==> config.mk <==
export PLATFORM = sky130hd
export DESIGN_NAME = ex_commit_flat
export DESIGN_NICKNAME = d
export VERILOG_FILES = /design/src/rtl/ex_commit_if.sv /design/src/rtl/ex_commit.sv /design/src/flat_wrapper.sv
export SDC_FILE = /design/constraint.sdc
export NUM_CORES = 1
export LEC_CHECK = 0
export BUFFER_PORTS_ARGS = -buffer_cell sky130_fd_sc_hd__buf_4
export CAP_MARGIN = 20
export CORE_AREA = 2 2 171 173
export DETAILED_ROUTE_END_ITERATION = 12
export DIE_AREA = 0 0 173 175
export PLACE_DENSITY = 0.62
export SLEW_MARGIN = 20
export SYNTH_ARGS = -nofsm -noshare
export SYNTH_HDL_FRONTEND = slang
export SYNTH_SLANG_ARGS = --single-unit
==> constraint.sdc <==
create_clock -name clk -period 2.4 [get_ports clk]
set_clock_uncertainty 0.2 [all_clocks]
set_input_delay 0.48 -clock clk [delete_from_list [all_inputs] [get_ports clk]]
set_output_delay 0.48 -clock clk [all_outputs]
set_load 0.005 [all_outputs]
==> src/rtl/ex_commit_if.sv <==
// Retire handshake from memory stage into commit stage.
// Master drives the beat; slave returns in_ready.
interface ex_commit_if;
  logic        in_valid;
  logic        in_ready;
  logic [31:0] in_pc;
  logic [4:0]  in_exc;
  logic [31:0] in_vaddr;
  logic        in_ertn;
  logic [1:0]  in_csr_op;
  logic [13:0] in_csr_addr;
  logic [31:0] in_csr_mask;
  logic [31:0] in_csr_wdata;

  modport master (
    output in_valid, in_pc, in_exc, in_vaddr,
    output in_ertn, in_csr_op, in_csr_addr,
    output in_csr_mask, in_csr_wdata,
    input  in_ready
  );

  modport slave (
    input  in_valid, in_pc, in_exc, in_vaddr,
    input  in_ertn, in_csr_op, in_csr_addr,
    input  in_csr_mask, in_csr_wdata,
    output in_ready
  );
endinterface

==> src/rtl/ex_commit.sv <==
// Commit stage: exception/interrupt resolution, CSR write port,
// ertn handling and multi-cycle redirect flush.
module ex_commit #(
  parameter int unsigned FLUSH_CYCLES = 2
) (
  input  logic        clk,
  input  logic        rstn,
  ex_commit_if.slave  mem,
  input  logic        has_int,
  input  logic [31:0] ex_entryPC,
  input  logic [31:0] new_pc,
  output logic        csr_we,
  output logic [13:0] csr_waddr,
  output logic [31:0] csr_wmask,
  output logic [31:0] csr_wdata,
  output logic        ex_en,
  output logic [7:0]  ecode,
  output logic        esubcode,
  output logic [31:0] ex_pc,
  output logic [31:0] ex_vaddr,
  output logic        ertn_flush,
  output logic        flush,
  output logic [31:0] flush_pc,
  output logic        commit_valid,
  output logic [31:0] commit_pc
);

  typedef enum logic [1:0] {
    S_RUN    = 2'd0,
    S_BUBBLE = 2'd1,
    S_FLUSH  = 2'd2
  } state_t;

  localparam logic [3:0] CNT_INIT = 4'(FLUSH_CYCLES - 1);

  state_t      r_state;
  logic [3:0]  r_cnt;
  logic        r_ready;
  logic        r_we;
  logic [13:0] r_waddr;
  logic [31:0] r_wmask;
  logic [31:0] r_wdata;
  logic        r_ex_en;
  logic [7:0]  r_ecode;
  logic        r_esub;
  logic [31:0] r_ex_pc;
  logic [31:0] r_ex_va;
  logic        r_ertn;
  logic        r_flush;
  logic [31:0] r_fpc;
  logic        r_cv;
  logic [31:0] r_cpc;

  logic        w_take;
  logic        w_exc;
  logic [7:0]  w_ecode;
  logic [31:0] w_vaddr;

  assign w_take = mem.in_valid & r_ready & (r_state == S_RUN);
  assign w_exc  = has_int | (|mem.in_exc);

  // Fixed-priority cause select; several flags may be set at once.
  always_comb begin
    w_ecode = 8'h00;
    w_vaddr = 32'h0;
    priority case (1'b1)
      has_int:       w_ecode = 8'h00;
      mem.in_exc[0]: w_ecode = 8'h08;
      mem.in_exc[1]: w_ecode = 8'h0D;
      mem.in_exc[2]: w_ecode = 8'h0B;
      mem.in_exc[3]: w_ecode = 8'h0C;
      mem.in_exc[4]: begin
        w_ecode = 8'h09;
        w_vaddr = mem.in_vaddr;
      end
      default: ;
    endcase
  end

  // Control FSM with registered strobes and held data outputs.
  always_ff @(posedge clk or negedge rstn) begin
    if (!rstn) begin
      r_state <= S_RUN;
      r_cnt   <= 4'd0;
      r_ready <= 1'b1;
      r_we    <= 1'b0;
      r_waddr <= 14'h0;
      r_wmask <= 32'h0;
      r_wdata <= 32'h0;
      r_ex_en <= 1'b0;
      r_ecode <= 8'h0;
      r_esub  <= 1'b0;
      r_ex_pc <= 32'h0;
      r_ex_va <= 32'h0;
      r_ertn  <= 1'b0;
      r_flush <= 1'b0;
      r_fpc   <= 32'h0;
      r_cv    <= 1'b0;
      r_cpc   <= 32'h0;
    end else begin
      r_we    <= 1'b0;
      r_ex_en <= 1'b0;
      r_ertn  <= 1'b0;
      r_cv    <= 1'b0;
      unique case (r_state)
        S_RUN: begin
          if (w_take) begin
            if (w_exc) begin
              r_ex_en <= 1'b1;
              r_ecode <= w_ecode;
              r_esub  <= 1'b0;
              r_ex_pc <= mem.in_pc;
              r_ex_va <= w_vaddr;
              r_fpc   <= ex_entryPC;
              r_flush <= 1'b1;
              r_cnt   <= CNT_INIT;
              r_state <= S_FLUSH;
            end else begin
              r_cv  <= 1'b1;
              r_cpc <= mem.in_pc;
              if (mem.in_ertn) begin
                r_ertn  <= 1'b1;
                r_fpc   <= new_pc;
                r_flush <= 1'b1;
                r_cnt   <= CNT_INIT;
                r_state <= S_FLUSH;
              end else if (mem.in_csr_op[1]) begin
                r_we    <= 1'b1;
                r_waddr <= mem.in_csr_addr;
                r_wdata <= mem.in_csr_wdata;
                r_wmask <= mem.in_csr_op[0]
                         ? mem.in_csr_mask
                         : 32'hFFFF_FFFF;
                r_ready <= 1'b0;
                r_state <= S_BUBBLE;
              end
            end
          end
        end
        S_BUBBLE: begin
          r_ready <= 1'b1;
          r_state <= S_RUN;
        end
        S_FLUSH: begin
          if (r_cnt == 4'd0) begin
            r_flush <= 1'b0;
            r_state <= S_RUN;
          end else begin
            r_cnt <= r_cnt - 4'd1;
          end
        end
        default: begin
          r_ready <= 1'b1;
          r_state <= S_RUN;
        end
      endcase
    end
  end

  assign mem.in_ready  = r_ready;
  assign csr_we        = r_we;
  assign csr_waddr     = r_waddr;
  assign csr_wmask     = r_wmask;
  assign csr_wdata     = r_wdata;
  assign ex_en         = r_ex_en;
  assign ecode         = r_ecode;
  assign esubcode      = r_esub;
  assign ex_pc         = r_ex_pc;
  assign ex_vaddr      = r_ex_va;
  assign ertn_flush    = r_ertn;
  assign flush         = r_flush;
  assign flush_pc      = r_fpc;
  assign commit_valid  = r_cv;
  assign commit_pc     = r_cpc;

endmodule
==> src/flat_wrapper.sv <==
// flat-port wrapper written by rule: the top's interface ports become plain ports
module ex_commit_flat 
#(
  parameter int unsigned FLUSH_CYCLES = 2
)
  (clk, rstn, has_int, ex_entryPC, new_pc, csr_we, csr_waddr, csr_wmask, csr_wdata, ex_en, ecode, esubcode, ex_pc, ex_vaddr, ertn_flush, flush, flush_pc, commit_valid, commit_pc, mem_in_valid, mem_in_pc, mem_in_exc, mem_in_vaddr, mem_in_ertn, mem_in_csr_op, mem_in_csr_addr, mem_in_csr_mask, mem_in_csr_wdata, mem_in_ready);
  ex_commit_if mem_i ();
  input  logic clk;
  input  logic rstn;
  input  logic has_int;
  input  logic [31:0] ex_entryPC;
  input  logic [31:0] new_pc;
  output logic csr_we;
  output logic [13:0] csr_waddr;
  output logic [31:0] csr_wmask;
  output logic [31:0] csr_wdata;
  output logic ex_en;
  output logic [7:0] ecode;
  output logic esubcode;
  output logic [31:0] ex_pc;
  output logic [31:0] ex_vaddr;
  output logic ertn_flush;
  output logic flush;
  output logic [31:0] flush_pc;
  output logic commit_valid;
  output logic [31:0] commit_pc;
  input wire logic [$bits(mem_i.in_valid)-1:0] mem_in_valid;
  input wire logic [$bits(mem_i.in_pc)-1:0] mem_in_pc;
  input wire logic [$bits(mem_i.in_exc)-1:0] mem_in_exc;
  input wire logic [$bits(mem_i.in_vaddr)-1:0] mem_in_vaddr;
  input wire logic [$bits(mem_i.in_ertn)-1:0] mem_in_ertn;
  input wire logic [$bits(mem_i.in_csr_op)-1:0] mem_in_csr_op;
  input wire logic [$bits(mem_i.in_csr_addr)-1:0] mem_in_csr_addr;
  input wire logic [$bits(mem_i.in_csr_mask)-1:0] mem_in_csr_mask;
  input wire logic [$bits(mem_i.in_csr_wdata)-1:0] mem_in_csr_wdata;
  output wire logic [$bits(mem_i.in_ready)-1:0] mem_in_ready;
  assign mem_i.in_valid = mem_in_valid;
  assign mem_i.in_pc = mem_in_pc;
  assign mem_i.in_exc = mem_in_exc;
  assign mem_i.in_vaddr = mem_in_vaddr;
  assign mem_i.in_ertn = mem_in_ertn;
  assign mem_i.in_csr_op = mem_in_csr_op;
  assign mem_i.in_csr_addr = mem_in_csr_addr;
  assign mem_i.in_csr_mask = mem_in_csr_mask;
  assign mem_i.in_csr_wdata = mem_in_csr_wdata;
  assign mem_in_ready = mem_i.in_ready;
  ex_commit #(.FLUSH_CYCLES(FLUSH_CYCLES)) u_core (.clk(clk), .rstn(rstn), .mem(mem_i), .has_int(has_int), .ex_entryPC(ex_entryPC), .new_pc(new_pc), .csr_we(csr_we), .csr_waddr(csr_waddr), .csr_wmask(csr_wmask), .csr_wdata(csr_wdata), .ex_en(ex_en), .ecode(ecode), .esubcode(esubcode), .ex_pc(ex_pc), .ex_vaddr(ex_vaddr), .ertn_flush(ertn_flush), .flush(flush), .flush_pc(flush_pc), .commit_valid(commit_valid), .commit_pc(commit_pc));
endmodule
==> results.sh <==
export IMPL_dieArea_mm2=0.0303
export IMPL_r2r_slack_ns=0.24
export IMPL_cts_sinks=222
export IMPL_syn_area_per_cell_um2=13.3
export IMPL_drt_total_wl_um=29900
export IMPL_hp_class="input pin to flop"
export IMPL_antenna_found_initial=0
export IMPL_synth_top_area_cell="dfrtp_1"
export IMPL_nFillCells=2519
export IMPL_first_iter_violations=361
export IMPL_grt_max_degree=67
export IMPL_drc=0
export IMPL_setup_slack_ns=0.241
export IMPL_seq_area_frac_synth_pct=59.1
export IMPL_p_leak_uw=0.00799
export IMPL_num_io_pins=439
export IMPL_port_buffers=433
export IMPL_synth_ff_type="dfrtp_1"
export IMPL_fmaxAchievable_ghz=0.463
export IMPL_crit_type="flop to flop"
export IMPL_gp_congestion=0.844
export IMPL_start_util_pct=33.1
export IMPL_worstPathArrival_ns=2.36
export IMPL_run_status="finished, final reports clean"
export IMPL_synth_edf_count=0
export IMPL_antenna_left=0
export IMPL_hold_viol_final=0
export IMPL_post_route_min_period_ns=2.16
export IMPL_pre_cts_ws_ns=0.0971
export IMPL_netlist_area_mm2=0.00940
export IMPL_clk_path_buf_depth=3
export IMPL_die_w_um=173
export IMPL_synth_cells=709
export IMPL_synth_most_common_cell="dfrtp_1"
export IMPL_via_count=7761
export IMPL_num_antenna_cells=0
export IMPL_dp_hpwl_um=21100
export IMPL_cts_resized=0
export IMPL_grt_overflow=0
export IMPL_power_density_mw_per_mm2=554
export IMPL_viasPerCell=4.77
export IMPL_yosys_warnings=0
export IMPL_cp_required_ns=2.60
export IMPL_die_h_um=175
export IMPL_globalRouteTotalUtil_pct=19.1
export IMPL_setup_tns_ns=0
export IMPL_yosysUniqueCellTypes=45
export IMPL_post_cts_buffers=0
export IMPL_drv_slew=0
export IMPL_core_rowCount=62
export IMPL_dr_pass1_iters=4
export IMPL_grt_pass1_wl_um=46100
export IMPL_first_global_vias=8125
export IMPL_cap_viol_max_count=0
export IMPL_cts_tree="done"
export IMPL_end_kind="flop"
export IMPL_core_mm2=0.0284
export IMPL_ir_drop_v=0.000516
export IMPL_holdWs_ns=0.0405
export IMPL_clock_latency_ns=0.52
export IMPL_synth_area_leaders="dfrtp_1 59%, mux2_2 20%, a221oi_1 2.3%"
export IMPL_cts_made_buffers=26
export IMPL_wire_per_inst_um=18.4
export IMPL_finalCritPeriodShare_pct=90.0
export IMPL_synth_seq_cells=222
export IMPL_layout_nets=1447
export IMPL_netlist_area_leader_share_pct=58.9
export IMPL_setup_viol=0
export IMPL_rsz0062_at_grt="false"
export IMPL_synthArstFlopShare_pct=100
export IMPL_ys_top_cells_by_count="221 x dfrtp_1, 165 x mux2_2, 41 x inv_1"
export IMPL_worstPathMaxFanout=39
export IMPL_area_growth_pct=59.3
export IMPL_cts_reportedPaths_clkPinSlew_ns=0.06
export IMPL_cp_start_kind="flop"
export IMPL_cts_max_level=1
export IMPL_root_buffer="clkbuf_16"
export IMPL_layout_drive_gt1_share_pct=55.2
## cell type report
class	count	area [um^2]	area share [%]
inverter	41	154	1.03
clock inverter	7	98.8	0.660
multi-input combinational	395	3480	23.3
timing repair buffer	541	4430	29.6
sequential	222	5560	37.1
clock buffer	38	766	5.11
tap	384	480	3.21
## cell families (layout without fill, tap and decap cells)
kind of cell | after synthesis | after routing | share of synthesized area [%]
other cells | 1 | 5 | 0.0399
simple gates | 162 | 162 | 10.1
mux | 175 | 175 | 21.0
fa+ha+maj | 2 | 2 | 0.266
flops | 222 | 222 | 59.1
compound gates | 51 | 51 | 4.97
buf+inv | 96 | 627 | 4.51
## state kept, by name, summed over array words and instances (netlist names)
register,count
u_core.ex_pc,32
u_core.ertn_flush,1
u_core.flush_pc,32
u_core.csr_waddr,14
u_core.ex_en,1
u_core.csr_we,1
u_core.ecode,4
u_core.mem.in_ready,1
u_core.ex_vaddr,32
u_core.csr_wmask,32
u_core.commit_valid,1
u_core.r_cnt,4
u_core.flush,1
u_core.r_state,2
u_core.commit_pc,32
u_core.csr_wdata,32
## placed cells by master (no fill, tap or decap), types with 5 or more instances in the layout
| cell type | netlist | routed |
|---|---|---|
| a221oi_2 | 7 | 7 |
| clkbuf_1 | 26 | 5 |
| buf_12 | 0 | 13 |
| inv_1 | 41 | 41 |
| mux2_2 | 165 | 165 |
| dfrtp_1 | 221 | 221 |
| clkbuf_8 | 0 | 7 |
| dlygate4sd3_1 | 0 | 80 |
| conb_1 | 1 | 5 |
| nor2_1 | 38 | 38 |
| nor2b_1 | 5 | 5 |
| a221oi_1 | 25 | 25 |
| nand2b_1 | 33 | 33 |
| nor4_1 | 33 | 33 |
| buf_4 | 5 | 447 |
| and3_1 | 34 | 34 |
| mux2_1 | 9 | 9 |
| clkbuf_16 | 0 | 26 |
## report_power, final
group	switching [uW]	leakage, uW	internal (uW)
combinational	225	0.00465	354
sequential	0	0.00292	3740
clock	1560	0.000424	2410
total	1780	0.00799	6510
## metrics by stage
stage	cell area, um^2	total power, uW	instances	util [%]
finish	15000	8290	1628	52.7
global route	15000	8600	1628	52.7
global placement	13300	4280	1503	46.9
floorplan	9410	3880	713	-
detailed placement	13300	4290	1503	46.9
CTS	15000	8410	1628	52.7
## routing by layer
layer | vias up | GRT usage [%] | part of all wire [%]
met3 | 57 | 6.22 | 8.5
met5 | - | 0 | 0
met2 | 312 | 32.6 | 49
li1 | 3552 | - | -
met4 | 0 | 6.64 | 3.2
met1 | 3840 | 22.8 | 39
## worst max-delay path, stage by stage (launching register included)
cell	delay, ns
dfstp_2	0.61
nor4bb_2	0.30
buf_4	0.22
nand4_4	0.13
buf_12	0.22
mux2_1	0.34
## timing repair
action | in CTS | in global routing
setup endpoints to repair | 0 | 0
hold endpoints to repair | 150 | 0
hold buffers | 80 | 0
## worst paths after layout
| path | endpoint | start | cells after the start |
|---|---|---|---|
| worst max-delay path | u_core.csr_waddr[9] | u_core.mem.in_ready | 5 |
| worst min-delay path | u_core.ertn_flush | mem_in_ertn | 3 |
| worst max register to register | u_core.csr_waddr[9] | u_core.mem.in_ready | 5 |
| worst min register to register | u_core.ecode[0] | u_core.ecode[0] | 1 |
| max in group asynchronous | u_core.r_cnt[2] | rstn | 3 |
| min in group asynchronous | u_core.ex_vaddr[7] | rstn | 2 |
Power figures use the tool's default switching activity.
